<file path="config.mk">
export PLATFORM = sky130hd
export DESIGN_NAME = alu_d1_sequencer
export DESIGN_NICKNAME = d
export VERILOG_FILES = /design/src/rtl/alu_pkg.sv /design/src/rtl/alu_res_fifo.sv /design/src/rtl/alu_d1_sequencer.sv
export SDC_FILE = /design/constraint.sdc
export NUM_CORES = 1
export LEC_CHECK = 0
export CAP_MARGIN = 0
export CORE_UTILIZATION = 45
export DETAILED_ROUTE_END_ITERATION = 8
export DONT_BUFFER_PORTS = 1
export GPL_ROUTABILITY_DRIVEN = 0
export PLACE_DENSITY = 0.67
export SLEW_MARGIN = 15
export SYNTH_ARGS = -nofsm -noshare
export SYNTH_HDL_FRONTEND = slang
export SYNTH_SLANG_ARGS = --single-unit
</file>
<file path="constraint.sdc">
create_clock -name clk -period 3.2 [get_ports clk]
set_input_delay 0.64 -clock clk [delete_from_list [all_inputs] [get_ports clk]]
set_output_delay 0.64 -clock clk [all_outputs]
set_load 0.02 [all_outputs]
</file>
<file path="src/rtl/alu_pkg.sv">
// Shared opcode constants and the result record for the alu_d1 sequencer slice.
package alu_pkg;

  localparam int ALU_W     = 32;
  localparam int ALU_TAG_W = 4;

  localparam logic [1:0] OP_ADD = 2'b00;
  localparam logic [1:0] OP_SUB = 2'b01;
  localparam logic [1:0] OP_AND = 2'b10;
  localparam logic [1:0] OP_OR  = 2'b11;

  typedef struct packed {
    logic [ALU_W-1:0]     data;
    logic [ALU_TAG_W-1:0] tag;
  } alu_res_t;

endpackage

</file>
<file path="src/rtl/alu_res_fifo.sv">
// In-order result FIFO. A push into a full FIFO is only honoured together with a pop.
module alu_res_fifo #(
  parameter int DW    = 32,
  parameter int TW    = 4,
  parameter int DEPTH = 4,
  localparam int PW   = (DEPTH > 1) ? $clog2(DEPTH) : 1,
  localparam int CW   = $clog2(DEPTH + 1)
) (
  input  logic          clk,
  input  logic          rst_n,
  input  logic          push,
  input  logic [DW-1:0] push_data,
  input  logic [TW-1:0] push_tag,
  input  logic          pop,
  output logic [DW-1:0] head_data,
  output logic [TW-1:0] head_tag,
  output logic          full,
  output logic          empty,
  output logic [CW-1:0] count
);

  localparam logic [PW-1:0] LAST = PW'(DEPTH - 1);

  logic [DW-1:0] data_mem [DEPTH];
  logic [TW-1:0] tag_mem  [DEPTH];
  logic [PW-1:0] wr_ptr, rd_ptr;
  logic          wr, rd;

  function automatic logic [PW-1:0] next_ptr(input logic [PW-1:0] p);
    return (p == LAST) ? '0 : p + 1'b1;
  endfunction

  assign full      = (count == CW'(DEPTH));
  assign empty     = (count == '0);
  assign wr        = push && (!full || pop);
  assign rd        = pop && !empty;
  assign head_data = data_mem[rd_ptr];
  assign head_tag  = tag_mem[rd_ptr];

  // Storage write at the tail; contents need no reset
  always_ff @(posedge clk) begin
    if (wr) begin
      data_mem[wr_ptr] <= push_data;
      tag_mem[wr_ptr]  <= push_tag;
    end
  end

  // Pointer and occupancy tracking; simultaneous push and pop leaves count unchanged
  always_ff @(posedge clk or negedge rst_n) begin
    if (!rst_n) begin
      wr_ptr <= '0;
      rd_ptr <= '0;
      count  <= '0;
    end else begin
      if (wr) wr_ptr <= next_ptr(wr_ptr);
      if (rd) rd_ptr <= next_ptr(rd_ptr);
      case ({wr, rd})
        2'b10:   count <= count + 1'b1;
        2'b01:   count <= count - 1'b1;
        default: count <= count;
      endcase
    end
  end

endmodule

</file>
<file path="src/rtl/alu_d1_sequencer.sv">
// Issue/retire stage around the handshake-free alu_d1: registered operands,
// a two-stage valid/tag pipeline matching the ALU latency, and a credit-gated result FIFO.
module alu_d1_sequencer
  import alu_pkg::*;
#(
  parameter int W     = 32,
  parameter int TAG_W = 4,
  parameter int DEPTH = 4
) (
  input  logic             clk,
  input  logic             rst_n,
  input  logic             in_valid,
  output logic             in_ready,
  input  logic [W-1:0]     in_a,
  input  logic [W-1:0]     in_b,
  input  logic [1:0]       in_op,
  input  logic [TAG_W-1:0] in_tag,
  output logic [W-1:0]     alu_a,
  output logic [W-1:0]     alu_b,
  output logic [1:0]       alu_op,
  input  logic [W-1:0]     alu_s,
  output logic             out_valid,
  input  logic             out_ready,
  output logic [W-1:0]     out_data,
  output logic [TAG_W-1:0] out_tag,
  output logic             busy
);

  localparam int CW = $clog2(DEPTH + 1);

  logic             vld_p1, vld_p2;
  logic [TAG_W-1:0] tag_p1, tag_p2;
  logic             accept, pop;
  logic [CW-1:0]    fifo_count;
  logic             fifo_full, fifo_empty;
  logic [CW:0]      credit;

  // Every in-flight op already owns a FIFO slot, so the FIFO can never overflow.
  // Only registered state feeds in_ready; a pop frees its slot one cycle later.
  assign credit   = {1'b0, fifo_count} + {{CW{1'b0}}, vld_p1} + {{CW{1'b0}}, vld_p2};
  assign in_ready = rst_n && !fifo_full && (credit < (CW + 1)'(DEPTH));
  assign accept   = in_valid && in_ready;
  assign out_valid = !fifo_empty;
  assign pop       = out_valid && out_ready;
  assign busy      = vld_p1 | vld_p2 | (fifo_count != '0);

  // Stage 0 -> 1: operand registers driving the ALU, held when nothing is accepted
  always_ff @(posedge clk or negedge rst_n) begin
    if (!rst_n) begin
      alu_a  <= '0;
      alu_b  <= '0;
      alu_op <= OP_ADD;
    end else if (accept) begin
      alu_a  <= in_a;
      alu_b  <= in_b;
      alu_op <= in_op;
    end
  end

  // Stage 1 -> 2: valid pipeline marks which ALU results belong to real ops
  always_ff @(posedge clk or negedge rst_n) begin
    if (!rst_n) begin
      vld_p1 <= 1'b0;
      vld_p2 <= 1'b0;
    end else begin
      vld_p1 <= accept;
      vld_p2 <= vld_p1;
    end
  end

  // Tag pipeline alongside the valids; only meaningful where the matching valid is set
  always_ff @(posedge clk) begin
    if (accept) tag_p1 <= in_tag;
    tag_p2 <= tag_p1;
  end

  // Stage 2: alu_s is captured only when vld_p2 marks it as a real result
  alu_res_fifo #(
    .DW    (W),
    .TW    (TAG_W),
    .DEPTH (DEPTH)
  ) u_fifo (
    .clk       (clk),
    .rst_n     (rst_n),
    .push      (vld_p2),
    .push_data (alu_s),
    .push_tag  (tag_p2),
    .pop       (pop),
    .head_data (out_data),
    .head_tag  (out_tag),
    .full      (fifo_full),
    .empty     (fifo_empty),
    .count     (fifo_count)
  );

endmodule

</file>
==> Word-level counts from Yosys, hierarchy flattened <==
Memories as Yosys holds them, arrays and structs flattened.
Cells that the tools add are included.
W data, S select, Z words.
{ "word_totals": {"register_bits": 83, "ramBits": 144, "inputBits": 106, "output_inout_bits": 105, "elab_cells": 43, "mem_count": 2} }
{ "op_classes": {"add_sub_neg": 6, "n_lt_le_gt_ge": 1, "eq_ne": 5, "n_mux": 5, "n_bitwise": 2, "reduce_logical": 12} }
{ "mem_list": {"columns": ["memory", "depth", "width", "rd", "rd_clocked_by_memory_dff", "write_ports", "line", "source"], "rows": [
  ["u_fifo.data_mem", 4, 32, 1, 0, 1, "alu_res_fifo.sv:24", "logic [DW-1:0] data_mem [DEPTH];"],
  ["u_fifo.tag_mem", 4, 4, 1, 0, 1, "alu_res_fifo.sv:25", "logic [TW-1:0] tag_mem [DEPTH];"]
]} }
{ "ops": {"columns": ["op", "count"], "rows": [
  ["$eq A2 B2 Y1 const B", 3],
  ["$logic_and A1 B1 Y1", 6],
  ["$pmux W3 S2", 1],
  ["$add A2 B1 Y2 const B", 2],
  ["$add A3 B1 Y4", 1],
  ["$add A4 B1 Y4", 1],
  ["$lt A4 B3 Y1 const B", 1],
  ["$mux W2", 2],
  ["$add A3 B1 Y3 const B", 1],
  ["$eq A3 B3 Y1 const B", 1],
  ["$logic_not A3 Y1", 1],
  ["$reduce_bool A3 Y1", 1],
  ["$sub A3 B1 Y3 const B", 1],
  ["$eq A2 B1 Y1 const B", 1],
  ["$logic_not A1 Y1", 2],
  ["$mux W1", 2],
  ["$or A1 B1 Y1", 2],
  ["$reduce_bool A2 Y1", 1],
  ["$logic_or A1 B1 Y1", 1]
]} }

==> Depth between registers and ports, before layout <==
{ "depth": {"ltp_word": 7, "mapped_depth": 9, "mapped_depth_nobuf": 9} }

==> By module <==
Synthesis repeated with hierarchy kept, for this count alone.
{ "unflattened": {"hier_cells": 389, "hier_area_um2": 8588.2} }
{ "by_module_without_submodules": {"columns": ["module", "instances", "cells_per_inst", "area_each_um2", "seq_area_each_um2"], "rows": [
  ["alu_res_fifo", 1, 229, 5646.7, 4499.3],
  ["alu_d1_sequencer", 1, 160, 2941.6, 1901.8]
]} }

==> Least setup slack after synthesis <==
No wires, ideal clock.
{ "synth_path": {"path_kind": "input to register", "from": "input port out_ready", "to": "memory u_fifo.data_mem[0][0] (enable)", "setup_ps": 397, "arrival_time_ps": 1782, "required_time_ps": 2803, "slack_ps": 1022, "path_stages": 2, "path_buffers": 0, "path_cell_list": "o41a_1 > and2_1"} }
{ "synth_between": {"elab_chain_len": 5} }
{ "synth_lines": {"columns": ["item", "line", "source"], "rows": [
  ["start: declaration", "alu_d1_sequencer.sv:23", "input logic out_ready,"],
  ["$logic_and A1 B1 Y1", "alu_d1_sequencer.sv:44", "assign pop = out_valid && out_ready;"],
  ["$logic_or A1 B1 Y1", "alu_res_fifo.sv:35", "assign wr = push && (!full || pop);"],
  ["$logic_and A1 B1 Y1", "alu_res_fifo.sv:35", null],
  ["$mux W1", "alu_res_fifo.sv:42", "if (wr) begin"],
  ["$mux W1 (implied by the code)", "alu_res_fifo.sv:43", "data_mem[wr_ptr] <= push_data;"],
  ["end: declaration", "alu_res_fifo.sv:24", null]
]} }
No other way between the ends.

==> Worst setup path after layout <==
{ "layout_path": {"from": "register u_fifo.rd_ptr[0]", "to": "output port out_data[14]"} }
{ "layout_between": {"elab_chain_len": 1} }
{ "layout_lines": {"columns": ["item", "line", "source"], "rows": [
  ["start: declaration", "alu_res_fifo.sv:26", "logic [PW-1:0] wr_ptr, rd_ptr;"],
  ["start signal: assignment", "alu_res_fifo.sv:56", "if (rd) rd_ptr <= next_ptr(rd_ptr);"],
  ["$mem_v2 Z4 W32", null, null],
  ["end: declaration", "alu_d1_sequencer.sv:24", "output logic [W-1:0] out_data,"]
]} }
No other way between the ends.

==> results.tsv <==
stage	metric	value	unit
status	status	finished with violations	
status	violations in the final reports	design-rule violations	
setup_path	slowest cell on the critical path	mux4_2	
place	Inst Count DP	606	
finish	cell area after layout	9384	um2
logic_synthesis	Post-synth top cells	edfxtp_1 (148), dfrtp_1 (75), mux2_2 (41)	
sta	Slew Viols, Final	0	
place	port bufs	0	
setup_path	critical path endpoint category	primary output	
global_routing	grt total ovfl	0	
sta	Final period util	86.56	%
cts	cts bufs inserted	23	
route	drt first pass iters	6	
global_routing	Total GRT Usage	15.61	%
run	maxcap violations	0	
logic_synthesis	top cells by area, synth	edfxtp_1 (53%), dfrtp_1 (22%), mux4_2 (9.7%)	
pwr	Pwr Density	981.9	nW/um2
cts	CTS tree	built	
route	routed vias/inst	5.480	
sta	Final Skew	0.01463	ns
cts	CTS resizes	0	
floorplan	die width	138.4	um
floorplan	Die H	138.4	um
pwr	Power Total	9.214	mW
setup_path	CP Data Required Time	2.56	ns
logic_synthesis	sequential area share after synthesis	76.48	%
sta	slew of the pin with the lowest slew margin	1.014	ns
sta	RSZ-0062 raised after global routing	no	
finish	fill count	1410	
sta	Final TNS setup	0	ns
sta	Final Critical Period	2.770	ns
logic_synthesis	ys async rst share	33.04	%
global_routing	first-pass GRT wire length	23000	um
logic_synthesis	Synth warnings	0	
setup_path	CP max stage delay	0.64	ns
finish	layout cells sized above 1	31.03	%
place	dpl hpwl	9322	um
setup_path	number of cells on the worst reg-to-reg path	5	
finish	final core occ	51.89	%
logic_synthesis	Syn Area/Cell	21.79	um2
pwr	Worst VDD drop	0.5483	mV
route	drt wl/cell	22.66	um
logic_synthesis	post-synth top area share	53.10	%
place	pre-CTS setup slack	0.8523	ns
setup_path	Startpoint Class	flip-flop	
place	dpl cell area	8635	um2
floorplan	full die area	19150	um2
cts	clk slew on worst S/H paths	0.06	ns
setup_path	reg2reg start	u_fifo.count[0]	
floorplan	num ports	211	
logic_synthesis	Mapped Area	8369	um2
floorplan	Starting Density	46.27	%
logic_synthesis	Post-Synthesis Cells	384	
sta	Slew HR	32.37	%
cts	clk buf depth	3	
sta	Max Fclk	361.0	MHz
finish	storage element area	6404	um2
sta	final hold slack	0.03151	ns
logic_synthesis	count leader, synth	edfxtp_1	
setup_path	Worst EP arrival	2.13	ns
route	Post-DRT Antenna Nets	0	
route	# DRC	20	
cts	CTS H-tree lvls	1	
finish	Layout area overhead	12.12	%
logic_synthesis	Yosys top cell by area	edfxtp_1	
global_routing	largest net degree at the start of global routing	76	
setup_path	kind of critical path	flip-flop to primary output	
global_routing	number of global-route vias before repair	3991	
cts	CTS root buf	clkbuf_16	
logic_synthesis	Yosys cell types	25	
finish	area of the multi-input gates	1851	um2
route	total number of vias	3551	
logic_synthesis	syn nets	498	
cts	Sink Count	227	
logic_synthesis	number of synthesized flops with an enable pin	148	
hold_path	Min-Delay Path Class	input pin to async pin	
floorplan	Rows	49	
finish	Cell Count, Final, Fillers Out	648	
cts	Clk Latency, worst-skew pair	0.49	ns
sta	Setup WS post-layout	0.4302	ns
logic_synthesis	ys flop type	edfxtp_1	
floorplan	Core Area	18090	um2
pwr	P_leak	3.343	nW
setup_path	reg-to-reg endpoint	alu_b[24]	
route	first-iteration detailed-routing DRC count	184	
sta	Final setup viols	0	
setup_path	cells along the critical path	buf_4 > mux4_2	
route	WL final	14680	um
global_routing	initial antenna violation count	0	
logic_synthesis	Yosys reg bits	227	
setup_path	CP Max Fanout	20	
finish	Ant. Diodes	0	
setup_path	R2R Setup Slk	0.85	ns
finish	Final nets	517	
sta	Fin. Hold Viols	0	
==> worst max path at each step <==
stage | from | endpoint | depth (start not counted)
floorplan | out_ready | u_fifo.data_mem[0][0] | 2
global placement | u_fifo.count[0] | alu_b[3] | 5
detailed placement | u_fifo.count[0] | alu_b[24] | 5
CTS | u_fifo.rd_ptr[0] | out_data[8] | 2
global route | u_fifo.rd_ptr[0] | out_data[28] | 2
finish | u_fifo.rd_ptr[0] | out_data[14] | 2
==> logic make-up after synthesis <==
family / Yosys count / synth area share [%]
mux: 107 / 19.23
flops: 227 / 76.48
simple gates: 11 / 0.7026
xor+xnor: 3 / 0.3140
compound gates: 4 / 0.4335
buf+inv: 24 / 1.555
fa+ha+maj: 8 / 1.286
==> where the power goes <==
part           switching [mW]  internal [mW]
Combinational            1.02          0.888
Sequential              0.997           3.77
Clock                    1.04           1.49
Total                    3.06           6.15
==> worst max-delay path: cells and delay by family, from the launching register on <==
kind,cells,cell delay [ns]
mux,1,0.64
flops,1,0.57
buf+inv,1,0.42
==> placed cells by master (no fill, tap or decap) <==
master and n:
mux2i_1 1, clkinv_2 8, o41a_1 1, dfrtp_2 2, clkbuf_16 23, ha_1 7
buf_4 8, or3_1 2, nand2b_1 1, xnor2_1 2, a21o_1 1, nor2_1 3
mux4_2 36, clkbuf_8 4, a211oi_4 1, mux2_1 29, and2_2 4, inv_1 9
dfrtp_1 73, mux2_2 41, edfxtp_1 148, xor2_1 1, clkbuf_1 4, bufinv_16 1
fa_1 1, a21oi_1 1, buf_16 1, nand2_1 1, inv_4 1, dfxtp_1 4
==> sequential cells by signal, indices dropped and copies added (netlist names) <==
signal,flops
vld_p1,1
alu_b,32
u_fifo.data_mem,128
alu_a,32
u_fifo.wr_ptr,2
u_fifo.count,3
u_fifo.tag_mem,16
tag_p2,4
alu_op,2
tag_p1,4
u_fifo.rd_ptr,2
vld_p2,1
==> final cells by class <==
class                           count  area share, %
Sequential cell                   227          68.24
Multi-Input combinational cell    133          19.72
Clock buffer                       31          6.880
Tap cell                          229          3.053
Timing Repair Buffer                9         0.9333
Clock inverter                     10         0.8133
Inverter                            9         0.3600
==> layer usage <==
layer  part of all wire [%]  GRT usage, %
met1                     37         18.00
met2                     51         26.98
met4                    1.3         4.140
met5                      0             0
met3                     11         6.304
==> what timing repair did <==
action                    CTS  global route
hold buffers                1             0
hold endpoints to repair   75             0
setup buffers               0             0
Power figures use the tool's default switching activity.
